==> src/rtl/uart_rx_packetizer_if.sv <==
// Packet output channel of the UART RX packetizer: wide data word with a valid/ready handshake.
interface uart_rx_packetizer_if #(
  parameter int unsigned PACKET_BYTES = 2
);
  localparam int unsigned PKT_W = 8 * PACKET_BYTES;

  logic [PKT_W-1:0] pkt_data;
  logic             pkt_valid;
  logic             pkt_ready;

  modport master (output pkt_data, output pkt_valid, input pkt_ready);
  modport slave  (input pkt_data, input pkt_valid, output pkt_ready);
endinterface

==> src/rtl/uart_rx_packetizer.sv <==
// Assembles consecutive UART bytes into PACKET_BYTES-wide packets, first byte in the MSBs.
// Partial packets are dropped on inter-byte timeout or framing error; drops raise sticky flags.
module uart_rx_packetizer #(
  parameter int unsigned PACKET_BYTES   = 2,
  parameter int unsigned TIMEOUT_CYCLES = 52_083
) (
  input  logic                  clock,
  input  logic                  reset,
  input  logic [7:0]            rx_data,
  input  logic                  rx_done,
  input  logic                  rx_framing_error,
  input  logic                  clear_errors,
  output logic [2:0]            byte_count,
  output logic                  overrun,
  output logic                  timeout,
  output logic                  frame_err,
  uart_rx_packetizer_if.master  pkt_if
);

  localparam int unsigned PKT_W = 8 * PACKET_BYTES;
  localparam int unsigned TMR_W = $clog2(TIMEOUT_CYCLES);

  typedef enum logic [1:0] {
    IDLE    = 2'd0,
    COLLECT = 2'd1,
    RESYNC  = 2'd2
  } state_e;

  state_e             state_q, state_d;
  logic [PKT_W-1:0]   shift_q, shift_d;
  logic [PKT_W-1:0]   pkt_data_q, pkt_data_d;
  logic               pkt_valid_q, pkt_valid_d;
  logic [2:0]         byte_count_q, byte_count_d;
  logic [TMR_W-1:0]   timer_q, timer_d;
  logic               overrun_q, overrun_d;
  logic               timeout_q, timeout_d;
  logic               frame_err_q, frame_err_d;

  logic accept_c;
  logic last_c;
  logic expire_c;
  logic hs_c;

  // Framing error beats rx_done, which beats timer expiry.
  assign accept_c = rx_done && !rx_framing_error && (state_q != RESYNC);
  assign last_c   = accept_c && (byte_count_q == 3'(PACKET_BYTES - 1));
  assign expire_c = (state_q == COLLECT) && !rx_framing_error && !rx_done &&
                    (timer_q == TMR_W'(TIMEOUT_CYCLES - 1));
  assign hs_c     = pkt_valid_q && pkt_if.pkt_ready;

  // State register.
  always_ff @(posedge clock) begin
    if (reset) begin
      state_q <= IDLE;
    end else begin
      state_q <= state_d;
    end
  end

  // Next-state logic.
  always_comb begin
    state_d = state_q;
    if (rx_framing_error) begin
      state_d = RESYNC;
    end else begin
      unique case (state_q)
        IDLE:    if (accept_c && !last_c) state_d = COLLECT;
        COLLECT: if (last_c || expire_c)  state_d = IDLE;
        RESYNC:  state_d = IDLE;
        default: state_d = IDLE;
      endcase
    end
  end

  // Datapath and flag next-state logic.
  always_comb begin
    logic complete;
    logic set_overrun;
    logic set_timeout;
    logic set_frame;

    shift_d      = shift_q;
    pkt_data_d   = pkt_data_q;
    pkt_valid_d  = pkt_valid_q;
    byte_count_d = byte_count_q;
    timer_d      = timer_q;
    complete     = 1'b0;
    set_overrun  = 1'b0;
    set_timeout  = 1'b0;
    set_frame    = 1'b0;

    if (rx_framing_error) begin
      shift_d      = '0;
      byte_count_d = '0;
      timer_d      = '0;
      set_frame    = (state_q != RESYNC);
    end else if (accept_c) begin
      shift_d = PKT_W'({shift_q, rx_data});
      timer_d = '0;
      if (last_c) begin
        byte_count_d = '0;
        complete     = 1'b1;
      end else begin
        byte_count_d = byte_count_q + 3'd1;
      end
    end else if (state_q == COLLECT) begin
      if (expire_c) begin
        shift_d      = '0;
        byte_count_d = '0;
        timer_d      = '0;
        set_timeout  = 1'b1;
      end else begin
        timer_d = timer_q + TMR_W'(1);
      end
    end

    // A completed packet needs the output register free, or freed by this cycle's handshake.
    if (complete) begin
      if (!pkt_valid_q || hs_c) begin
        pkt_data_d  = shift_d;
        pkt_valid_d = 1'b1;
      end else begin
        set_overrun = 1'b1;
      end
    end else if (hs_c) begin
      pkt_valid_d = 1'b0;
    end

    overrun_d   = (clear_errors ? 1'b0 : overrun_q)   | set_overrun;
    timeout_d   = (clear_errors ? 1'b0 : timeout_q)   | set_timeout;
    frame_err_d = (clear_errors ? 1'b0 : frame_err_q) | set_frame;
  end

  // Datapath registers.
  always_ff @(posedge clock) begin
    if (reset) begin
      shift_q      <= '0;
      pkt_data_q   <= '0;
      pkt_valid_q  <= 1'b0;
      byte_count_q <= '0;
      timer_q      <= '0;
      overrun_q    <= 1'b0;
      timeout_q    <= 1'b0;
      frame_err_q  <= 1'b0;
    end else begin
      shift_q      <= shift_d;
      pkt_data_q   <= pkt_data_d;
      pkt_valid_q  <= pkt_valid_d;
      byte_count_q <= byte_count_d;
      timer_q      <= timer_d;
      overrun_q    <= overrun_d;
      timeout_q    <= timeout_d;
      frame_err_q  <= frame_err_d;
    end
  end

  assign pkt_if.pkt_data  = pkt_data_q;
  assign pkt_if.pkt_valid = pkt_valid_q;
  assign byte_count       = byte_count_q;
  assign overrun          = overrun_q;
  assign timeout          = timeout_q;
  assign frame_err        = frame_err_q;

endmodule

==> src/flat_wrapper.sv <==
// flat-port wrapper written by rule: the top's interface ports become plain ports
module uart_rx_packetizer_flat 
#(
  parameter int unsigned PACKET_BYTES   = 2,
  parameter int unsigned TIMEOUT_CYCLES = 52_083
)
  (clock, reset, rx_data, rx_done, rx_framing_error, clear_errors, byte_count, overrun, timeout, frame_err, pkt_if_pkt_data, pkt_if_pkt_valid, pkt_if_pkt_ready);
  uart_rx_packetizer_if #(.PACKET_BYTES(PACKET_BYTES)) pkt_if_i ();
  input  logic clock;
  input  logic reset;
  input  logic [7:0] rx_data;
  input  logic rx_done;
  input  logic rx_framing_error;
  input  logic clear_errors;
  output logic [2:0] byte_count;
  output logic overrun;
  output logic timeout;
  output logic frame_err;
  output wire logic [$bits(pkt_if_i.pkt_data)-1:0] pkt_if_pkt_data;
  output wire logic [$bits(pkt_if_i.pkt_valid)-1:0] pkt_if_pkt_valid;
  input wire logic [$bits(pkt_if_i.pkt_ready)-1:0] pkt_if_pkt_ready;
  assign pkt_if_pkt_data = pkt_if_i.pkt_data;
  assign pkt_if_pkt_valid = pkt_if_i.pkt_valid;
  assign pkt_if_i.pkt_ready = pkt_if_pkt_ready;
  uart_rx_packetizer #(.PACKET_BYTES(PACKET_BYTES), .TIMEOUT_CYCLES(TIMEOUT_CYCLES)) u_core (.clock(clock), .reset(reset), .rx_data(rx_data), .rx_done(rx_done), .rx_framing_error(rx_framing_error), .clear_errors(clear_errors), .byte_count(byte_count), .overrun(overrun), .timeout(timeout), .frame_err(frame_err), .pkt_if(pkt_if_i));
endmodule
==> config.mk <==
export PLATFORM = sky130hd
export DESIGN_NAME = uart_rx_packetizer_flat
export DESIGN_NICKNAME = d
export VERILOG_FILES = /design/src/rtl/uart_rx_packetizer_if.sv /design/src/rtl/uart_rx_packetizer.sv /design/src/flat_wrapper.sv
export SDC_FILE = /design/constraint.sdc
export NUM_CORES = 1
export LEC_CHECK = 0
export BUFFER_PORTS_ARGS = -buffer_cell sky130_fd_sc_hd__clkbuf_2
export CAP_MARGIN = 20
export CORE_ASPECT_RATIO = 1.1
export CORE_MARGIN = 2
export CORE_UTILIZATION = 49
export DETAILED_ROUTE_END_ITERATION = 6
export PLACE_DENSITY_LB_ADDON = 0.1
export SKIP_CTS_REPAIR_TIMING = 1
export SLEW_MARGIN = 30
export SYNTH_ARGS = -nofsm -noshare
export SYNTH_HDL_FRONTEND = slang
export SYNTH_SLANG_ARGS = --single-unit
==> constraint.sdc <==
create_clock -name clock -period 1.8 [get_ports clock]
set_input_delay 0.27 -clock clock [delete_from_list [all_inputs] [get_ports clock]]
set_output_delay 0.27 -clock clock [all_outputs]
set_load 0.05 [all_outputs]
==> reports/results.ini <==
[critical_path]
worstPathRequired_ps = 2040
r2r-start = u_core.state_q[1]
setup.worst_path.start = u_core.state_q[1]
crit_type = reg -> reg
regToRegEndpoint = u_core.timer_q[15]
endpoint_kind = flop
start_kind = flop
r2r_slack_ps = 90
cp_max_fo = 4
arrival_ps = 1940
rr_worst_depth = 4
crit_end = u_core.timer_q[15]

[die]
rows = 25
die-height_um = 73.4
die_area_mm2 = 0.00493
coreArea_mm2 = 0.00425
num_io_pins = 37
start_util_pct = 50.4
die_w_um = 67.1

[logic_synthesis]
synth_fp_nets = 246
synthArstFlopShare_pct = 0
synth_area_mm2 = 0.00215
yosysSeqAreaShare_pct = 45.7
ys_dominant_reg_cell = dfxtp_1
ys_ff_latch = 49
netlist-cell-type-count = 46
ys_warn_count = 0
syn_inst = 228
synth_edf_count = 0
syn_area_per_cell_um2 = 9.41

[routing]
dr.pass1.iters = 4
vias_per_cell = 5.50
ant_nets = 0
drc = 0
wl_met2_mm = 2.16
wl_per_cell_um = 13.8
drtIter0Drc = 140
drt-total-wl_mm = 4.61
wl_met1_mm = 2.25
num_vias = 1838
wl_met3_um = 153
top_layer = met4

[cells_and_area]
nets = 297
antenna_cells = 0
area_growth_pct = 23.1
instances_no_fill = 334
drive_gt1_share_pct = 33.6
finish.instance_area_mm2 = 0.00264

[power_and_ir_drop]
p_sw_w = 0.000467
intPower_w = 0.00141
p_leak_nw = 1.01
p_sw_share_pct = 24.8
power_frac_comb_pct = 5.9
clkPwrFrac_pct = 35.7
irDropWorstVdd_uv = 461
power_density_mw_per_mm2 = 712
total_power_w = 0.00188
pwr-share-seq_pct = 58.4

[outcome]
status = finished clean

[placed_design]
place.gp.congestion = 0.839
port_buffers = 36
pre_cts_slack_ps = 27.8
place_hpwl_mm = 3.37
dp.cells = 326
place_area_mm2 = 0.00253

[grt]
grt_pass1_wl_mm = 7.69
grt_pass1_vias = 1675
grt_max_degree = 25
grt_antenna_before_repair = 0
grtUsageTotal_pct = 20.3
grt-ovfl-total = 0

[sta]
fin_tns_setup_ps = 0
relSlewSlack_pct = 68.7
skew_ps = 7.85
setup_viol = 0
period_share_pct = 94.7
hold_viol = 0
drv_slew = 0
rsz0062_at_grt = no
worst_pin_slew_ps = 463
fmax_mhz = 586
period_minus_slack_ps = 1710
postLayoutSetupSlackWorst_ps = 94.6

[job]
maxCapViolCount = 0

[cts]
numClockSinks = 49
cts_max_level = 2
worstSkewPairLatency_ps = 300
cts-root-buf = clkbuf_8
clockBufferDepth = 2
path_clk_slew_ps = 100
cts_tree = done
cts_buffers = 5

[hold_path]
hold_path_class = in -> reg

==> synth_stat cells, drive strengths merged (3+ instances only) <==
cell / count / area (um2)
a211oi: 3 / 27.5
nand3: 15 / 80.1
a32o: 8 / 80.1
dfxtp: 49 / 981
nor2: 11 / 46.3
nor3: 15 / 75.1
nor4b: 4 / 35.0
xor2: 3 / 26.3
or3: 3 / 20.0
mux2i: 3 / 30.0
nor2b: 4 / 25.0
ha: 4 / 50.1
inv: 7 / 26.3
o31ai: 11 / 82.6
a21oi: 3 / 15.0
xnor2: 9 / 78.8
a22o: 6 / 52.6
nor4: 4 / 25.0
nand4b: 3 / 32.5
nand4: 5 / 31.3
nand2: 19 / 73.8
or4: 4 / 37.5
clkbuf: 16 / 63.8
==> power by group through the flow <==
stage / Combinational [W] / Sequential [W] / Clock (W)
after floorplan: 0.0000612 / 0.00113 / 0
after global placement: 0.000110 / 0.00112 / 0
after detailed placement: 0.000110 / 0.00112 / 0
after CTS: 0.000110 / 0.00110 / 0.000701
after global routing: 0.000124 / 0.00110 / 0.000747
final: 0.000111 / 0.00110 / 0.000671
==> final cells by class <==
class                   instances  area (um2)
repair buffers                 62         388
multi-input cells             154        1070
inverters                       7        26.3
clock buffers                   5        68.8
fillers                       385        1610
well taps                      54        67.6
flip-flops and latches         49         992
clock inverters                 3        25.0
==> through the flow <==
| stage | utilization [%] | hold slack (ps) |
|---|---|---|
| 6_report | 62.1 | 198 |
| 3_3_place_gp | 59.4 | 443 |
| 5_1_grt | 62.1 | 196 |
| 3_5_place_dp | 59.4 | 450 |
| 2_1_floorplan | - | 402 |
| 4_1_cts | 61.6 | 189 |
==> logic make-up (layout without fill, tap and decap cells) <==
| kind of cell | Yosys count | after routing | share of synthesized area (%) |
|---|---|---|---|
| flip-flops | 49 | 49 | 45.7 |
| XOR/XNOR | 12 | 12 | 4.90 |
| AO/OA/AOI/OAI | 39 | 39 | 14.8 |
| buffers and inverters | 25 | 77 | 5.25 |
| AND/OR/NAND/NOR | 96 | 96 | 25.6 |
| adder cells (fa/ha/maj) | 4 | 4 | 2.33 |
| multiplexers | 3 | 3 | 1.40 |
==> state kept, by name, indices dropped and copies added, names as in the netlist <==
name	flops
u_core.pkt_if.pkt_valid	1
u_core.state_q	2
u_core.timeout	1
u_core.byte_count	3
u_core.timer_q	16
u_core.shift_q	8
u_core.frame_err	1
u_core.overrun	1
u_core.pkt_if.pkt_data	16
==> placed cells by master (no fill, tap or decap), types with 4 or more instances in the layout <==
| cell type | count |
|---|---|
| a22o_1 | 6 |
| a32o_1 | 8 |
| buf_4 | 25 |
| clkbuf_2 | 36 |
| clkbuf_8 | 5 |
| dfxtp_1 | 42 |
| dfxtp_2 | 6 |
| inv_1 | 7 |
| nand2_1 | 17 |
| nand3_1 | 14 |
| nand4_1 | 5 |
| nor2_1 | 9 |
| nor3_1 | 15 |
| nor4_1 | 4 |
| nor4b_1 | 4 |
| o31ai_1 | 11 |
| xnor2_1 | 9 |
==> worst max-delay path, cell delays in order (launching register included) <==
cell and delay (ps):
dfxtp_2 330, nand4b_2 210, or4_4 440, or4_4 490, a211oi_2 170
==> per-layer routing <==
layer  up-vias  global-route usage (%)
met5         -                       0
met1       863                    27.0
met3         5                    4.59
li1        941                       -
met4         0                    6.12
met2        29                    32.7
==> worst min-delay path by stage <==
stage | cells past startpoint | from | to | slack (ps)
final | 3 | rx_data[4] | u_core.shift_q[4] | 200
after global routing | 3 | rx_data[4] | u_core.shift_q[4] | 200
after CTS | 3 | rx_data[2] | u_core.shift_q[2] | 190
after detailed placement | 2 | u_core.shift_q[3] | u_core.shift_q[3] | 450
after global placement | 2 | u_core.shift_q[5] | u_core.shift_q[5] | 440
after floorplan | 2 | rx_data[0] | u_core.shift_q[0] | 400
(Power assumes the default switching activity.)
